## config.mk

```make
export PLATFORM = sky130hd
export DESIGN_NAME = keymap_lookup
export DESIGN_NICKNAME = d
export VERILOG_FILES = /design/src/rtl/keymap_lookup_pkg.sv /design/src/rtl/keymap_table.sv /design/src/rtl/keymap_lookup.sv
export SDC_FILE = /design/constraint.sdc
export NUM_CORES = 1
export LEC_CHECK = 0
export ABC_AREA = 1
export CORE_ASPECT_RATIO = 1.25
export CORE_UTILIZATION = 30
export DETAILED_ROUTE_END_ITERATION = 10
export GPL_ROUTABILITY_DRIVEN = 0
export HOLD_SLACK_MARGIN = 0.02
export PLACE_DENSITY = 0.57
export SYNTH_ARGS = -nofsm -noshare
export SYNTH_HDL_FRONTEND = slang
export SYNTH_SLANG_ARGS = --single-unit
```

## constraint.sdc

```tcl
create_clock -name clk_div -period 4.8 [get_ports clk_div]
set_input_delay 0.96 -clock clk_div [delete_from_list [all_inputs] [get_ports clk_div]]
set_output_delay 0.96 -clock clk_div [all_outputs]
set_load 0.05 [all_outputs]
```

## src/rtl/keymap_lookup_pkg.sv

```systemverilog
// Shared constants, note codes and FSM encodings for the keymap lookup block.
// Optional feature macro used by the top: KEYMAP_HINT_BLINK_EN.
package keymap_lookup_pkg;

  localparam int         KEY_COUNT = 7;
  localparam logic [2:0] LAST_IDX  = 3'd6;

  localparam logic [3:0] NOTE_REST = 4'd0;
  localparam logic [3:0] NOTE_MIN  = 4'd1;
  localparam logic [3:0] NOTE_MAX  = 4'd7;

  typedef enum logic [1:0] {
    ST_IDLE = 2'd0,
    ST_SCAN = 2'd1,
    ST_HIT  = 2'd2,
    ST_MISS = 2'd3
  } state_t;

  function automatic logic [6:0] key_onehot(input logic [2:0] idx);
    key_onehot = 7'b000_0001 << idx;
  endfunction

endpackage

```

## src/rtl/keymap_table.sv

```systemverilog
// Seven-entry key-to-note register file: one write port and one combinational
// read port. Entries that were never written since reset read back invalid.
module keymap_table
  import keymap_lookup_pkg::*;
(
  input  logic       clk_div,
  input  logic       rst,
  input  logic       i_wr_en,
  input  logic [2:0] i_wr_key,
  input  logic [3:0] i_wr_note,
  input  logic [2:0] i_rd_idx,
  output logic       o_rd_valid,
  output logic [3:0] o_rd_note
);

  logic [KEY_COUNT-1:0] r_valid;
  logic [3:0]           r_note [KEY_COUNT];

  always_ff @(posedge clk_div or negedge rst) begin
    if (!rst) begin
      r_valid <= '0;
      for (int i = 0; i < KEY_COUNT; i++) r_note[i] <= NOTE_REST;
    end else if (i_wr_en && (i_wr_key <= LAST_IDX)) begin
      r_valid[i_wr_key] <= 1'b1;
      r_note[i_wr_key]  <= i_wr_note;
    end
  end

  assign o_rd_valid = (i_rd_idx <= LAST_IDX) ? r_valid[i_rd_idx] : 1'b0;
  assign o_rd_note  = (i_rd_idx <= LAST_IDX) ? r_note[i_rd_idx]  : NOTE_REST;

endmodule

```

## src/rtl/keymap_lookup.sv

```systemverilog
// Reverse lookup: finds the lowest key whose stored note equals the request.
// Define KEYMAP_HINT_BLINK_EN to blink the guide LED after a hit.
module keymap_lookup
  import keymap_lookup_pkg::*;
(
  input  logic       clk_div,
  input  logic       rst,
  input  logic       wr_en,
  input  logic [2:0] wr_key,
  input  logic [3:0] wr_note,
  input  logic       lock,
  input  logic       req,
  input  logic [3:0] note_in,
  output logic       busy,
  output logic       done,
  output logic       found,
  output logic [2:0] key_idx,
  output logic [6:0] key_led
);

  state_t     r_state, w_next;
  logic [2:0] r_idx;
  logic [3:0] r_note_cap;
  logic       r_rest_wait;
  logic       r_done, r_found;
  logic [2:0] r_key_idx;
  logic [6:0] r_key_led;

  logic       w_rd_valid, w_match, w_accept, w_finish, w_wr;
  logic [3:0] w_rd_note;

  // Writes are blocked while scanning so a lock drop cannot alter the table.
  assign w_wr     = wr_en && !lock && (r_state != ST_SCAN);
  assign w_accept = (r_state == ST_IDLE) && req && lock;
  assign w_match  = w_rd_valid && (w_rd_note == r_note_cap);
  assign w_finish = (r_state == ST_HIT) || ((r_state == ST_MISS) && !r_rest_wait);

  keymap_table u_table (
    .clk_div    (clk_div),
    .rst        (rst),
    .i_wr_en    (w_wr),
    .i_wr_key   (wr_key),
    .i_wr_note  (wr_note),
    .i_rd_idx   (r_idx),
    .o_rd_valid (w_rd_valid),
    .o_rd_note  (w_rd_note)
  );

  always_comb begin
    w_next = r_state;
    case (r_state)
      ST_IDLE: if (w_accept) w_next = (note_in == NOTE_REST) ? ST_MISS : ST_SCAN;
      ST_SCAN: begin
        if (w_match)                 w_next = ST_HIT;
        else if (r_idx == LAST_IDX)  w_next = ST_MISS;
      end
      ST_HIT:  w_next = ST_IDLE;
      ST_MISS: if (!r_rest_wait) w_next = ST_IDLE;
      default: w_next = ST_IDLE;
    endcase
  end

  // A rest request idles one extra cycle in MISS to keep its two-cycle latency.
  always_ff @(posedge clk_div or negedge rst) begin
    if (!rst) begin
      r_state     <= ST_IDLE;
      r_idx       <= '0;
      r_note_cap  <= NOTE_REST;
      r_rest_wait <= 1'b0;
      r_done      <= 1'b0;
      r_found     <= 1'b0;
      r_key_idx   <= '0;
      r_key_led   <= '0;
    end else begin
      r_state <= w_next;
      r_done  <= w_finish;
      if (w_accept) begin
        r_note_cap  <= note_in;
        r_idx       <= '0;
        r_found     <= 1'b0;
        r_key_idx   <= '0;
        r_key_led   <= '0;
        r_rest_wait <= (note_in == NOTE_REST);
      end else if (r_state == ST_SCAN) begin
        if (w_match)                 r_key_idx <= r_idx;
        else if (r_idx != LAST_IDX)  r_idx     <= r_idx + 3'd1;
      end else if (r_state == ST_HIT) begin
        r_found   <= 1'b1;
        r_key_led <= key_onehot(r_key_idx);
      end else if (r_state == ST_MISS) begin
        if (r_rest_wait) begin
          r_rest_wait <= 1'b0;
        end else begin
          r_found   <= 1'b0;
          r_key_idx <= '0;
          r_key_led <= '0;
        end
      end
    end
  end

`ifdef KEYMAP_HINT_BLINK_EN
  logic [2:0] r_blink_cnt;
  logic       r_blink_on;

  always_ff @(posedge clk_div or negedge rst) begin
    if (!rst) begin
      r_blink_cnt <= '0;
      r_blink_on  <= 1'b1;
    end else if (w_accept) begin
      r_blink_cnt <= '0;
      r_blink_on  <= 1'b1;
    end else begin
      r_blink_cnt <= r_blink_cnt + 3'd1;
      if (r_found && (r_blink_cnt == 3'd7)) r_blink_on <= ~r_blink_on;
    end
  end

  assign key_led = r_key_led & {7{r_blink_on}};
`else
  assign key_led = r_key_led;
`endif

  assign busy    = (r_state == ST_SCAN);
  assign done    = r_done;
  assign found   = r_found;
  assign key_idx = r_key_idx;

endmodule

```

==> flow_summary.toml <==
[outcome]
status = "complete, no violations"

[global_routing]
grt-ovfl-total = 0
grt_use_met2_pct = 23.9
grtUsageTotal_pct = 15.4
gr-usage-met1_pct = 20.2
grt_pass1_wl_mm = 11.2
use_met3_pct = 2.85
grt_busiest_layer = "met2"
antenna_found_initial = 0
grt_max_degree = 58
grt_pass1_vias = 2296

[yosys]
synth_area_sq_um = 2780
synth_edf_count = 0
synth_common_cells = "104 x nand2_1, 61 x inv_1, 57 x dfrtp_1"
syn_inst = 360
yosysUniqueCellTypes = 21
synth_ff_type = "dfrtp_1"
synth_area_per_cell_sq_um = 7.72
seq_area_frac_synth_pct = 51.4
ys_ff_latch = 57
yosysTopAreaCell = "dfrtp_1"
synth_area_leaders = "dfrtp_1 51%, nand2_1 14%, nand3_1 8.5%"
syn-num-nets = 377
ys_async_sr_fraction_pct = 100
synth_most_common_cell = "nand2_1"
yosys_warnings = 0
synth_top_area_share_pct = 51.4

[timing]
drv_slew = 0
fin_crit_sh_pct = 64.0
setup_violations = 0
hold_viol_final = 0
max_freq_mhz = 326
setup_tns_ns = 0
finalCriticalPeriod_ns = 3.07
rsz0062_at_grt = "false"
skew_ns = 0.0115
max_slew.worst_pin.slew_ns = 0.918
relSlewSlack_pct = 38.6
setup_slack_ns = 1.73

[setup_path]
rr_worst_depth = 12
start_kind = "register"
criticalPathCategory = "reg2out"
path_max_fanout = 9
r2r_slack_ns = 2.33
timing.rr.end = "key_idx[0]"
crit_arrival_ns = 2.11
setup.worst_path.end_class = "output pin"
crit_required_ns = 3.84
crit_start = "r_state[0]"
r2r_start = "r_idx[0]"
cp-endpoint = "busy"

[placed_design]
hpwl_mm = 4.46
port_buffers = 28
place_ws_ns = 1.98
placed_cells = 501
place_area_sq_um = 3170

[cells_and_area]
multi_input_area_sq_um = 1080
regArea_sq_um = 1430
final_nets = 409
nFillCells = 970
final_cells = 516
syn_to_final_growth_pct = 21.1
drive_gt1_share_pct = 5.56
antennaDiodeCount = 0
finalCoreUtilization_pct = 38.0
fin_area_sq_um = 3360

[job]
max-cap-violations = 0

[pwr]
vdd_drop_max_mv = 0.153
powerDensity_nw_per_um2 = 610
leakagePower_nw = 1.68

[floorplanning]
die_height_um = 110
start_util_pct = 31.4
io_pins = 29
row_count = 38
die-area_sq_um = 9650
die_width_um = 88.1
core_sq_um = 8840

[clocking]
cts_buffer_depth = 2
root_buffer = "clkbuf_8"
cts_setup_buffers = 0
cts-resized-gates = 0
numCtsBuffers = 9
cts_tree = "done"
cts_sinks = 57
clkLatencyLatePin_ns = 0.35
htree_levels = 3
hold_buffers = 0
clk_pin_slew_worst_paths_ns = 0.06

[drt]
detail-route-antenna-nets = 0
vias_per_cell = 4.63
dr.pass1.iters = 4
wl_mm = 6.48
drc_errors = 0
vias = 2388
drt_iter0_drc = 111
wl_per_cell_um = 12.6

[min_path]
holdCritStartpoint = "u_table.r_valid[6]"
holdPathStages = 2
min_path_type = "reg2reg"
report_power, final:
part	switching, mW	leakage [nW]	internal (mW)	total (mW)
clock network	0.187	0.0957	0.266	0.453
logic	0.519	0.876	0.275	0.793
registers	0.165	0.711	0.642	0.806
placed cells by master (no fill, tap or decap), types with 3 or more instances in the layout:
cell type	n
dfrtp_1	57
o21ai_0	41
nor2_1	13
nand2_1	104
nand3_1	47
nand4_1	11
inv_1	61
clkbuf_8	11
clkdlybuf4s50_1	27
a21oi_1	3
how the worst min path moves through the flow:
stage                         endpoint  slack [ns]
floorplan           u_table.r_valid[6]        0.42
global placement    u_table.r_valid[6]        0.44
detailed placement  u_table.r_valid[3]        0.44
CTS                 u_table.r_valid[6]        0.46
global route        u_table.r_valid[6]        0.47
finish              u_table.r_valid[6]        0.45
cell families (layout without fill, tap and decap cells):
family                   after synthesis  count (layout)  synth area share [%]
buffers and inverters                 70             106                  9.91
adder cells (fa/ha/maj)                1               1                 0.450
AND/OR/NAND/NOR                      181             181                  28.6
XOR/XNOR                               1               1                 0.315
flip-flops                            57              57                  51.4
AO/OA/AOI/OAI                         50              50                  9.37
flip-flops by register name (all words and copies together) (netlist names):
register,cells
r_state,2
r_rest_wait,1
u_table.r_note,28
key_idx,3
r_idx,3
r_note_cap,4
u_table.r_valid,7
done,1
found,1
key_led,7
critical path, stage by stage (launching register included):
cell and delay, ns:
dfrtp_1 0.41, inv_1 0.10, nor2_2 0.37, clkdlybuf4s50_1 0.89
routing by layer:
metal  up-vias  wire [um]
li1       1215          -
met1      1101       3190
met2        57       2830
met3        15        260
met4         0        197
met5         -          0
stage by stage:
step	power (mW)	hold slack, ns
after floorplan	1.38	0.423
after global placement	1.60	0.441
after detailed placement	1.61	0.443
after CTS	2.07	0.459
after global routing	2.24	0.475
final	2.05	0.452
cell type report:
type	instances	area share [%]
Multi-Input combinational cell	233	32.0
Sequential cell	57	42.4
Clock buffer	13	4.72
Inverter	62	6.92
Timing Repair Buffer	29	8.40
Tap cell	120	4.46
Clock inverter	2	1.12
Power figures use the tool's default switching activity.
